## src/rtl/food_placer_pkg.sv

```systemverilog
// Shared snake-game definitions: grid geometry, the cell coordinate type and
// the food placer state encoding.
package food_placer_pkg;

  localparam int unsigned GRID_W  = 32;
  localparam int unsigned GRID_H  = 24;
  localparam int unsigned COORD_W = 6;

  typedef struct packed {
    logic [COORD_W-1:0] x;
    logic [COORD_W-1:0] y;
  } cell_t;

  typedef enum logic [2:0] {
    StIdle,
    StSample,
    StIssue,
    StCheck,
    StScanIssue,
    StScanCheck
  } placer_state_e;

endpackage

```

## src/rtl/food_placer_raster_counter.sv

```systemverilog
// Raster-order scan pointer over the play grid with clear, advance and a
// flag marking the bottom-right cell.
module grid_raster_counter #(
  parameter int unsigned GridW  = 32,
  parameter int unsigned GridH  = 24,
  parameter int unsigned CoordW = 6
) (
  input  logic              clk_i,
  input  logic              reset_ni,
  input  logic              clear_i,
  input  logic              advance_i,
  output logic [CoordW-1:0] x_o,
  output logic [CoordW-1:0] y_o,
  output logic              last_o
);

  localparam logic [CoordW-1:0] XLast = CoordW'(GridW - 1);
  localparam logic [CoordW-1:0] YLast = CoordW'(GridH - 1);

  logic [CoordW-1:0] x_q, x_d;
  logic [CoordW-1:0] y_q, y_d;
  logic              x_at_end, y_at_end;

  assign x_at_end = (x_q == XLast);
  assign y_at_end = (y_q == YLast);

  always_comb begin
    x_d = x_q;
    y_d = y_q;
    if (clear_i) begin
      x_d = '0;
      y_d = '0;
    end else if (advance_i) begin
      if (x_at_end) begin
        x_d = '0;
        y_d = y_at_end ? '0 : y_q + CoordW'(1);
      end else begin
        x_d = x_q + CoordW'(1);
      end
    end
  end

  always_ff @(posedge clk_i) begin
    if (!reset_ni) begin
      x_q <= '0;
      y_q <= '0;
    end else begin
      x_q <= x_d;
      y_q <= y_d;
    end
  end

  assign x_o    = x_q;
  assign y_o    = y_q;
  assign last_o = x_at_end && y_at_end;

endmodule

```

## src/rtl/food_placer.sv

```systemverilog
// Turns the free-running random stream into a free, in-range food cell, with
// a raster-scan fallback once the random tries are exhausted.
module food_placer
  import food_placer_pkg::*;
#(
  parameter int unsigned GridW    = GRID_W,
  parameter int unsigned GridH    = GRID_H,
  parameter int unsigned CoordW   = COORD_W,
  parameter int unsigned MaxTries = 16
) (
  input  logic              clk_i,
  input  logic              reset_ni,
  input  logic [23:0]       random_number_i,
  input  logic              req_i,
  output logic              busy_o,
  output logic              food_valid_o,
  output logic [CoordW-1:0] food_x_o,
  output logic [CoordW-1:0] food_y_o,
  output logic              board_full_o,
  output logic              occ_rd_en_o,
  output logic [CoordW-1:0] occ_x_o,
  output logic [CoordW-1:0] occ_y_o,
  input  logic              occ_hit_i
);

  localparam int unsigned CntW  = $clog2(MaxTries + 1);
  localparam int unsigned CmpW  = CoordW + 1;
  localparam logic [CntW-1:0] MaxTriesC = CntW'(MaxTries);
  localparam logic [CmpW-1:0] GridWC    = CmpW'(GridW);
  localparam logic [CmpW-1:0] GridHC    = CmpW'(GridH);

  placer_state_e     state_q, state_d;
  logic              busy_q, busy_d;
  logic              food_valid_q, food_valid_d;
  logic [CoordW-1:0] food_x_q, food_x_d;
  logic [CoordW-1:0] food_y_q, food_y_d;
  logic              board_full_q, board_full_d;
  logic              occ_rd_en_q, occ_rd_en_d;
  logic [CoordW-1:0] occ_x_q, occ_x_d;
  logic [CoordW-1:0] occ_y_q, occ_y_d;
  logic [CntW-1:0]   try_cnt_q, try_cnt_d;
  // Second cycle of a scan check, when occ_hit_i is valid.
  logic              scan_phase_q, scan_phase_d;

  logic              scan_clear, scan_advance, scan_last;
  logic [CoordW-1:0] scan_x, scan_y;
  logic [CoordW-1:0] cand_x, cand_y;
  logic              cand_ok;
  logic [CntW-1:0]   try_inc;
  logic              unused_rnd;

  assign cand_x     = random_number_i[CoordW-1:0];
  assign cand_y     = random_number_i[2*CoordW-1:CoordW];
  assign unused_rnd = ^random_number_i[23:2*CoordW];
  assign cand_ok    = ({1'b0, cand_x} < GridWC) && ({1'b0, cand_y} < GridHC);
  assign try_inc    = try_cnt_q + CntW'(1);

  grid_raster_counter #(
    .GridW  (GridW),
    .GridH  (GridH),
    .CoordW (CoordW)
  ) u_scan (
    .clk_i     (clk_i),
    .reset_ni  (reset_ni),
    .clear_i   (scan_clear),
    .advance_i (scan_advance),
    .x_o       (scan_x),
    .y_o       (scan_y),
    .last_o    (scan_last)
  );

  always_comb begin
    state_d      = state_q;
    busy_d       = busy_q;
    food_valid_d = 1'b0;
    food_x_d     = food_x_q;
    food_y_d     = food_y_q;
    board_full_d = board_full_q;
    occ_rd_en_d  = occ_rd_en_q;
    occ_x_d      = occ_x_q;
    occ_y_d      = occ_y_q;
    try_cnt_d    = try_cnt_q;
    scan_phase_d = scan_phase_q;
    scan_clear   = 1'b0;
    scan_advance = 1'b0;

    case (state_q)
      StIdle: begin
        if (req_i) begin
          state_d      = StSample;
          busy_d       = 1'b1;
          board_full_d = 1'b0;
          try_cnt_d    = '0;
        end
      end
      StSample: begin
        try_cnt_d = try_inc;
        if (cand_ok) begin
          occ_x_d     = cand_x;
          occ_y_d     = cand_y;
          occ_rd_en_d = 1'b1;
          state_d     = StIssue;
        end else if (try_inc == MaxTriesC) begin
          scan_clear = 1'b1;
          state_d    = StScanIssue;
        end
      end
      StIssue: begin
        occ_rd_en_d = 1'b0;
        state_d     = StCheck;
      end
      StCheck: begin
        if (!occ_hit_i) begin
          food_x_d     = occ_x_q;
          food_y_d     = occ_y_q;
          food_valid_d = 1'b1;
          busy_d       = 1'b0;
          state_d      = StIdle;
        end else if (try_cnt_q == MaxTriesC) begin
          scan_clear = 1'b1;
          state_d    = StScanIssue;
        end else begin
          state_d = StSample;
        end
      end
      StScanIssue: begin
        occ_x_d      = scan_x;
        occ_y_d      = scan_y;
        occ_rd_en_d  = 1'b1;
        scan_phase_d = 1'b0;
        state_d      = StScanCheck;
      end
      StScanCheck: begin
        if (!scan_phase_q) begin
          occ_rd_en_d  = 1'b0;
          scan_phase_d = 1'b1;
        end else if (!occ_hit_i) begin
          food_x_d     = occ_x_q;
          food_y_d     = occ_y_q;
          food_valid_d = 1'b1;
          busy_d       = 1'b0;
          state_d      = StIdle;
        end else if (scan_last) begin
          board_full_d = 1'b1;
          busy_d       = 1'b0;
          state_d      = StIdle;
        end else begin
          scan_advance = 1'b1;
          state_d      = StScanIssue;
        end
      end
      default: state_d = StIdle;
    endcase
  end

  always_ff @(posedge clk_i) begin
    if (!reset_ni) begin
      state_q      <= StIdle;
      busy_q       <= 1'b0;
      food_valid_q <= 1'b0;
      food_x_q     <= '0;
      food_y_q     <= '0;
      board_full_q <= 1'b0;
      occ_rd_en_q  <= 1'b0;
      occ_x_q      <= '0;
      occ_y_q      <= '0;
      try_cnt_q    <= '0;
      scan_phase_q <= 1'b0;
    end else begin
      state_q      <= state_d;
      busy_q       <= busy_d;
      food_valid_q <= food_valid_d;
      food_x_q     <= food_x_d;
      food_y_q     <= food_y_d;
      board_full_q <= board_full_d;
      occ_rd_en_q  <= occ_rd_en_d;
      occ_x_q      <= occ_x_d;
      occ_y_q      <= occ_y_d;
      try_cnt_q    <= try_cnt_d;
      scan_phase_q <= scan_phase_d;
    end
  end

  assign busy_o       = busy_q;
  assign food_valid_o = food_valid_q;
  assign food_x_o     = food_x_q;
  assign food_y_o     = food_y_q;
  assign board_full_o = board_full_q;
  assign occ_rd_en_o  = occ_rd_en_q;
  assign occ_x_o      = occ_x_q;
  assign occ_y_o      = occ_y_q;

endmodule
```

## config.mk

```make
export PLATFORM = sky130hd
export DESIGN_NAME = food_placer
export DESIGN_NICKNAME = d
export VERILOG_FILES = /design/src/rtl/food_placer_pkg.sv /design/src/rtl/food_placer_raster_counter.sv /design/src/rtl/food_placer.sv
export SDC_FILE = /design/constraint.sdc
export NUM_CORES = 1
export LEC_CHECK = 0
export ABC_CLOCK_PERIOD_IN_PS = 2600
export CAP_MARGIN = 20
export CORE_MARGIN = 2
export CORE_UTILIZATION = 30
export CTS_CLUSTER_DIAMETER = 200
export DETAILED_ROUTE_END_ITERATION = 8
export SLEW_MARGIN = 0
export SYNTH_ARGS = -nofsm -noshare
export SYNTH_HDL_FRONTEND = slang
export SYNTH_SLANG_ARGS = --single-unit
```

## constraint.sdc

```tcl
create_clock -name clk_i -period 2.6 [get_ports clk_i]
set_input_delay 0.52 -clock clk_i [delete_from_list [all_inputs] [get_ports clk_i]]
set_output_delay 0.52 -clock clk_i [all_outputs]
set_load 0.005 [all_outputs]
```

Word level (Yosys, flattened, before mapping)
Cells that the tools add are included.
W data, S select, Z words.
{"block": "word_totals", "elab_cells": 106, "register_bits": 49, "out_inout_bits": 28}
{"block": "classes", "reduce_logical": 19, "muxes": 50, "n_addsub": 3, "bitwise": 1, "eq_ne": 18, "magnitude_cmp": 2}
{"operator": "$mux W6", "count": 8}
{"operator": "$pmux W6 S2", "count": 4}
{"operator": "$mux W3", "count": 8}
{"operator": "$mux W1", "count": 21}
{"operator": "$pmux W3 S6", "count": 1}
{"operator": "$ne A2 B2 Y1 const B", "count": 7}
{"operator": "$add A6 B1 Y6 const B", "count": 2}
{"operator": "$eq A6 B5 Y1 const B", "count": 2}
{"operator": "$eq A5 B5 Y1 const B", "count": 2}
{"operator": "$pmux W5 S2", "count": 1}
{"operator": "$reduce_and A5 Y1", "count": 2}
{"operator": "$reduce_bool A2 Y1", "count": 5}
{"operator": "$pmux W1 S2", "count": 4}
{"operator": "$reduce_and A2 Y1", "count": 4}
{"operator": "$eq A3 B2 Y1 const B", "count": 2}
{"operator": "$eq A3 B3 Y1 const B", "count": 2}
{"operator": "$lt A6 B5 Y1 const B", "count": 1}
{"operator": "$lt A6 B6 Y1 const B", "count": 1}
{"operator": "$ne A3 B3 Y1 const B", "count": 2}
{"operator": "$reduce_and A3 Y1", "count": 2}
{"operator": "$add A5 B1 Y5 const B", "count": 1}
{"operator": "$mux W5", "count": 1}
{"operator": "$pmux W1 S4", "count": 1}
{"operator": "$reduce_bool A4 Y1", "count": 1}
{"operator": "7 further kinds", "count": 8}

Logic depth before layout (Yosys ltp)
Gate-level depths: netlist of the first run.
{"block": "logic_depth", "ltp_word": 7, "ltp_mapped": 7, "depth_no_buf": 7}

Hierarchy
A second synthesis of the first run with hierarchy kept.
{"block": "hier_totals", "cells_unflattened": 260, "area_unflattened_um2": 2473.6}
{"module": "food_placer", "cells_per_inst": 187, "instances": 1, "area_each_um2": 1808.0}
{"module": "grid_raster_counter", "cells_per_inst": 73, "instances": 1, "area_each_um2": 665.6}

Worst setup path before layout of the first run
Ideal clock, no wire load.
{"block": "synth_timing", "path_kind": "register to register", "startpoint": "register u_scan.x_q[0] (netlist: u_scan.x_o[0])", "endpoint": "register state_q[2]", "t_arrival_ns": 1.703, "setup_ns": 0.132, "slack_ns": 0.766, "t_required_ns": 2.468, "synth_period_minus_slack_ns": 1.834, "stages_incl_launch_ff": 7, "n_path_buf": 0, "cell_sequence": "dfxtp_1 > ha_1 > or2b_1 > nor4_4 > nor2_2 > a2111oi_1 > nor3_1"}
{"block": "synth_between", "elab_chain_cells": 6}
{"item": "from (decl)", "line": "food_placer_raster_counter.sv:20", "source": "logic [CoordW-1:0] x_q, x_d;"}
{"item": "from (signal assigned)", "line": "food_placer_raster_counter.sv:45", "source": "x_q <= '0;"}
{"item": "from (signal assigned)", "line": "food_placer_raster_counter.sv:48", "source": "x_q <= x_d;"}
{"item": "$eq A6 B5 Y1", "line": "food_placer_raster_counter.sv:24", "source": "assign x_at_end = (x_q == XLast);"}
{"item": "$logic_and A1 B1 Y1", "line": "food_placer_raster_counter.sv:55", "source": "assign last_o = x_at_end && y_at_end;"}
{"item": "$mux W3", "line": "food_placer.sv:143", "source": "end else if (scan_last) begin"}
{"item": "$mux W3", "line": "food_placer.sv:137", "source": "end else if (!occ_hit_i) begin"}
{"item": "$mux W3", "line": "food_placer.sv:134", "source": "if (!scan_phase_q) begin"}
{"item": "$pmux W3 S6", "line": "food_placer.sv:87", "source": "case (state_q)"}
{"item": "to (signal assigned)", "line": "food_placer.sv:158", "source": "state_q <= StIdle;"}
{"item": "to (signal assigned)", "line": "food_placer.sv:170", "source": "state_q <= state_d;"}
{"item": "to (decl)", "line": "food_placer.sv:32", "source": "placer_state_e state_q, state_d;"}
Every way passes these cells. The select of a mux whose other input is x is not followed.
A chain may end at the register's enable or synchronous reset.

Worst setup path after layout of the first run
{"block": "layout_timing", "startpoint": "register state_q[2]", "endpoint": "register u_scan.y_q[1] (netlist: u_scan.y_o[1])"}
{"block": "layout_between", "elab_chain_cells": 3, "word_cells_on_any_way": 7, "cone_classes": "eq/ne: 3; mux: 2; reduce/logical: 2"}
{"item": "$eq A3 B2 Y1, or another cell as far along", "line": "food_placer.sv:87"}
{"item": "$pmux W1 S2 / $mux W1 (equally long branches)", "line": "food_placer.sv:87"}
{"item": "$reduce_or A2 Y1 (no line) / $reduce_and A2 Y1 (equally long branches)"}
{"item": "to (signal assigned)", "line": "food_placer_raster_counter.sv:49", "source": "y_q <= y_d;"}
{"item": "to (decl)", "line": "food_placer_raster_counter.sv:21", "source": "logic [CoordW-1:0] y_q, y_d;"}
Several ways; a longest one is shown, not always the timed one.

==> results of run 1 <==
worst register-to-register path: cells and delay by family (launching register included):
kind | cells | cell delay [ns]
DFF | 1 | 0.64
muxes | 1 | 0.19
and+or+nand+nor | 4 | 1.03
synthesized netlist by cell type, types with 2 or more instances:
cell,instances
dfxtp_1,49
nor2_1,38
nand2_1,37
mux2i_1,13
a311oi_1,11
a21oi_1,9
nor2b_1,9
o21ai_0,7
xnor2_1,7
clkbuf_1,6
nand2b_1,6
nand3_1,6
nand3b_1,5
nor3_1,5
ha_1,4
a22oi_1,3
buf_2,3
inv_1,3
xor2_1,3
a41oi_1,2
and2_1,2
and2b_1,2
buf_4,2
nand4_1,2
nor4_4,2
o211a_1,2
o211ai_1,2
cell families (layout without fill, tap and decap cells):
family | count (synthesis) | in the layout
flops | 49 | 49
buf+inv | 14 | 64
fa+ha+maj | 4 | 4
mux | 13 | 13
simple gates | 128 | 128
xor+xnor | 10 | 10
compound gates | 44 | 44
metrics by stage:
step	std cells	cell area, um2	hold slack (ns)	util [%]	setup WS, ns
global route	414	3007	0.5337	39.32	0.3601
detailed placement	406	2913	0.4799	38.09	0.3928
finish	414	3007	0.4958	39.32	0.6295
floorplan	262	2332	0.4670	-	0.7656
global placement	406	2913	0.4722	38.09	0.3945
CTS	414	3007	0.5001	39.32	0.6413
registers in the layout, summed over array words and instances (netlist names), 3 cells and up:
register / count
try_cnt_q: 5
u_scan.y_o: 6
food_x_o: 6
food_y_o: 6
u_scan.x_o: 6
occ_y_o: 6
state_q: 3
occ_x_o: 6
worst max-delay path by stage:
stage,to,depth (start not counted)
after floorplan,state_q[2],6
final,u_scan.y_o[1],5
after detailed placement,u_scan.y_o[1],6
after global placement,u_scan.y_o[1],6
after CTS,occ_y_o[0],5
after global routing,occ_y_o[0],5
cells in the final DEF, fill, tap and decap left out, types with 4 or more instances in the layout:
cell and instances:
nand2_1 37, clkdlybuf4s50_1 43, clkbuf_8 5, nor2b_1 9, dfxtp_1 49, a21oi_1 9
nand2b_1 6, o21ai_0 7, nand3_1 6, nor3_1 5, buf_4 10, a311oi_1 11
mux2i_1 13, xnor2_1 7, ha_1 4, nor2_1 38, nand3b_1 5
power by group:
part	leakage, nW	internal (mW)	switching, mW	total (mW)
combinational	0.617	0.226	0.212	0.438
sequential	0.397	0.812	0.0805	0.892
clock	0.0452	0.197	0.275	0.471
per-layer routing:
layer	wire length, um	share of wire, %
met5	0	0
met4	70	1.3
met3	226	4.2
met2	2482	46
met1	2561	48
final cells by class:
type                    count  area, um2  share of cell area, %
multi-input cells         199       1287                  42.82
repair buffers             53      505.5                  16.81
clock inverters             3      25.02                 0.8323
flip-flops and latches     49      980.9                  32.63
inverters                   3      11.26                 0.3745
clock buffers               5      68.82                  2.289
well taps                 102      127.6                  4.245
==> impl_metrics.py, run 1 <==
metrics = {
    "status": {
        "status": "completed",
    },
    "synth": {
        "synth-simple-area-share_pct": 29.24,
        "synth-seq-cells": 49,
        "synthAdderAreaFrac_pct": 2.146,
        "synth-compound-area-share_pct": 14.48,
        "synth_flop_cell": "dfxtp_1",
        "syn_area_um2": 2332,
        "syn_nets": 294,
        "ys_seq_area_share_pct": 42.06,
        "synth_top_family_by_area": "simple AND/OR/NAND/NOR gates",
        "muxShareOfSynthArea_pct": 5.579,
        "synth_top_area_share_pct": 42.06,
        "yosys_warnings": 0,
        "yosys.area.top_type": "dfxtp_1",
        "synthCells": 262,
        "avgSynthCellArea_um2": 8.902,
        "ys_top_cells_by_area": "dfxtp_1 (42%), nor2_1 (6.1%), nand2_1 (6.0%)",
        "ys_async_sr_fraction_pct": 0,
        "yosysUniqueCellTypes": 49,
        "synth-xor-area-share_pct": 3.755,
        "synth_edf_count": 0,
    },
    "floorplan": {
        "num_rows": 32,
        "core-area_um2": 7647,
        "die_w_um": 92.17,
        "top_level_ports": 56,
        "initial_core_util_pct": 30.50,
        "dieArea_um2": 8495,
        "die_y_um": 92.17,
    },
    "final_layout": {
        "fillers": 791,
        "synthToLayoutAreaGrowth_pct": 28.92,
        "drive_gt1_share_pct": 8.654,
        "num_antenna_cells": 0,
        "nets": 343,
    },
    "worst_setup_path": {
        "r2r_cells": 5,
        "required_ns": 2.80,
        "rr_endpoint": "u_scan.y_o[1]",
        "worst_setup_path_start_kind": "register",
        "crit_fanout": 14,
        "reg2reg_from": "state_q[2]",
        "crit_family": "simple AND/OR/NAND/NOR gates",
        "worst-setup-path-type": "reg -> reg",
        "cp-end-kind": "register",
        "crit_buf_inv": 0,
        "regToRegSetupSlack_ns": 0.63,
        "slowest_stage": "dfxtp_1",
        "max_stage_delay_ns": 0.64,
        "worstPathCellList": "nand3b_1, nor4_4, and2b_1, mux2i_1, nor2_1",
        "crit_arrival_ns": 2.17,
        "startpoint": "state_q[2]",
    },
    "timing": {
        "setup_viol": 0,
        "slew_viol_final": 0,
        "worst-slew-pin-transition_ns": 0.5430,
        "slew_headroom_pct": 63.67,
        "period_share_pct": 75.79,
        "fin_skew_ns": 0.006606,
        "finalCriticalPeriod_ns": 1.970,
        "max_freq_ghz": 0.5075,
        "finalHoldViolCount": 0,
        "setup-tns-final_ns": 0,
        "grt_setup_unrepaired": "no",
    },
    "global_routing": {
        "grt_pass1_vias": 1887,
        "grt_use_total_pct": 13.40,
        "grt_pass1_wl_um": 9101,
        "antenna_found_initial": 0,
        "grt_busiest_layer": "met2",
        "grt.overflow.total": 0,
        "use_met1_pct": 17.53,
        "grt_max_degree": 25,
        "grt_util_met3_pct": 3.040,
        "grt_use_met2_pct": 21.63,
    },
    "hold_path": {
        "whs_endpoint": "board_full_o",
        "min_from": "board_full_o",
        "min_path_cells": 2,
        "min_path_type": "reg -> reg",
    },
    "routing": {
        "wl_um": 5341,
        "initialDrtViolationCount": 65,
        "routedWlPerCell_um": 12.90,
        "drc": 0,
        "via_per_inst": 4.891,
        "vias": 2025,
        "dr.pass1.iters": 4,
        "ant_nets": 0,
    },
    "clocking": {
        "clkLatencyLatePin_ns": 0.30,
        "cts_made_buffers": 5,
        "clockBufferDepth": 2,
        "ctsHoldBuffers": 0,
        "cts_tree": "built",
        "cts_max_level": 2,
        "cts_root_buf": "clkbuf_8",
        "path_clk_slew_ns": 0.10,
        "post_cts_resized": 0,
        "clock_sinks": 49,
        "cts_setup_buffers": 0,
    },
    "flow_run": {
        "maxCapViolations": 0,
    },
    "pwr": {
        "leakage_nw": 1.059,
        "p_per_area_nw_per_um2": 599.0,
        "finalPower_mw": 1.801,
        "peakVddDrop_v": 0.0002276,
    },
    "place": {
        "io_buffers": 43,
        "place.gp.congestion": 0.7842,
        "dp_hpwl_um": 3935,
    },
}
(Power assumes the default switching activity.)
==> inputs of run 2 (changes only) <==
Settings changed: ABC_CLOCK_PERIOD_IN_PS 2600 to 1840.
Clock period 2.6 ns to 1.84 ns, I/O delays scaled along.
==> impl_metrics.py, run 2 (synthesized netlist as in run 1, its figures left out) <==
metrics = {
    "status": {
        "status": "completed",
    },
    "pwr": {
        "p_comb_share_pct": 28.8,
        "peakVddDrop_v": 0.0003585,
        "internal_power_mw": 1.828,
        "leakage_nw": 1.212,
        "swShare_pct": 31.43,
        "power.share.clock_pct": 25.2,
        "p_per_area_nw_per_um2": 813.1,
        "p_sw_mw": 0.8380,
        "finalPower_mw": 2.666,
        "pwr-share-seq_pct": 46.0,
    },
    "clocking": {
        "clkLatencyLatePin_ns": 0.30,
        "cts_made_buffers": 5,
        "clockBufferDepth": 2,
        "cts_root_buf": "clkbuf_8",
        "clock_sinks": 49,
        "cts_setup_buffers": 0,
        "ctsHoldBuffers": 0,
        "cts_max_level": 2,
        "path_clk_slew_ns": 0.10,
        "cts_tree": "built",
    },
    "worst_setup_path": {
        "regToRegSetupSlack_ns": 0.06,
        "worst-setup-path-type": "reg -> reg",
        "worst_setup_path_start_kind": "register",
        "required_ns": 2.05,
        "cp-end-kind": "register",
        "startpoint": "u_scan.x_o[0]",
        "crit_fanout": 5,
        "crit_arrival_ns": 1.98,
        "reg2reg_from": "u_scan.x_o[0]",
    },
    "final_layout": {
        "nets": 371,
        "drive_gt1_share_pct": 17.65,
        "synthToLayoutAreaGrowth_pct": 40.61,
        "final_common_cell": "dfxtp_1",
        "fin_area_um2": 3279,
        "layout_common_cells": "dfxtp_1 (47), clkdlybuf4s50_1 (43), nor2_1 (38)",
        "num_antenna_cells": 0,
        "post-route-util_pct": 42.88,
    },
    "global_routing": {
        "grt_pass1_vias": 2085,
        "grt.overflow.total": 0,
        "grt_use_total_pct": 14.55,
        "grt_max_degree": 22,
        "grt_pass1_wl_um": 9929,
        "antenna_found_initial": 0,
    },
    "timing": {
        "setup_viol": 0,
        "slew_headroom_pct": 72.55,
        "grt_setup_unrepaired": "yes",
        "worst-slew-pin-transition_ns": 0.4087,
        "max_freq_ghz": 0.5625,
        "finalHoldViolCount": 0,
        "slew_viol_final": 0,
        "fin_skew_ns": 0.005214,
        "period_share_pct": 96.62,
        "finalCriticalPeriod_ns": 1.778,
    },
    "routing": {
        "ant_nets": 0,
        "via_per_inst": 4.724,
        "drc": 0,
        "vias": 2088,
        "wl_um": 5791,
        "dr.pass1.iters": 4,
        "initialDrtViolationCount": 68,
        "routedWlPerCell_um": 13.10,
    },
    "place": {
        "place.gp.congestion": 0.8519,
        "place_area_um2": 3161,
        "dp_hpwl_um": 4439,
        "io_buffers": 43,
    },
    "floorplan": {
        "die_y_um": 92.17,
        "dieArea_um2": 8495,
        "top_level_ports": 56,
        "initial_core_util_pct": 30.50,
        "num_rows": 32,
        "die_w_um": 92.17,
        "core-area_um2": 7647,
    },
    "hold_path": {
        "min_from": "board_full_o",
        "min_path_type": "reg -> reg",
    },
    "flow_run": {
        "maxCapViolations": 0,
    },
}
run 2: cell count changes in the layout (fill, tap and decap cells not counted), sizes merged:
cell,change
buf,+28
clkinvlp,+1
inv,-1
run 2: metrics by stage:
step	cells	TNS [ns]	hold slack, ns	setup slack, ns
6_report	442	0	0.4908	0.06212
5_1_grt	442	-0.1107	0.5245	-0.04122
4_1_cts	442	0	0.5027	0.04180
3_5_place_dp	434	-2.226	0.4797	-0.1736
3_3_place_gp	434	-1.700	0.4724	-0.1415
2_1_floorplan	262	0	0.4670	0.005620
run 2: layout make-up:
| cell class | count | area (um2) |
|---|---|---|
| Fill cell | 765 | 4368 |
| Multi-Input combinational cell | 199 | 1305 |
| Sequential cell | 49 | 983.4 |
| Timing Repair Buffer | 81 | 757.0 |
| Tap cell | 102 | 127.6 |
| Clock buffer | 5 | 68.82 |
| Clock inverter | 3 | 26.28 |
| Inverter | 3 | 11.26 |
run 2: worst max-delay path: stages, from the launching register on:
cell and delay [ns]:
dfxtp_2 0.36, ha_4 0.14, or2b_4 0.28, buf_6 0.12
nor4_4 0.29, and2b_2 0.24, mux2i_1 0.19, nor2_1 0.05
run 2: layer usage:
metal / track usage (%) / routed length (um) / vias to the layer above / share of wire (%)
li1: - / - / 1073 / -
met1: 18.90 / 2757 / 960 / 48
met2: 24.63 / 2737 / 47 / 47
met3: 3.040 / 222 / 8 / 3.8
met4: 3.607 / 74 / 0 / 1.3
met5: 0 / 0 / - / 0
run 2: path summary, 6_finish.rpt:
path         depth (start not counted)       endpoint
max reg2reg                          7  u_scan.y_o[1]
min                                  2   board_full_o
max                                  7  u_scan.y_o[1]
min reg2reg                          2   board_full_o
run 2: repair_timing:
item / in CTS / in global routing
gates resized for setup: 0 / 7
setup endpoints to repair: 0 / 8
endpoints found under the hold margin: 0 / 0
run 2: power groups by stage:
| stage | combinational, mW | sequential (mW) | clock [mW] |
|---|---|---|---|
| 5_1_grt | 0.853 | 1.24 | 0.742 |
| 3_5_place_dp | 0.772 | 1.25 | 0 |
| 4_1_cts | 0.774 | 1.23 | 0.697 |
| 3_3_place_gp | 0.763 | 1.25 | 0 |
| 6_report | 0.767 | 1.23 | 0.672 |
| 2_1_floorplan | 0.388 | 1.24 | 0 |
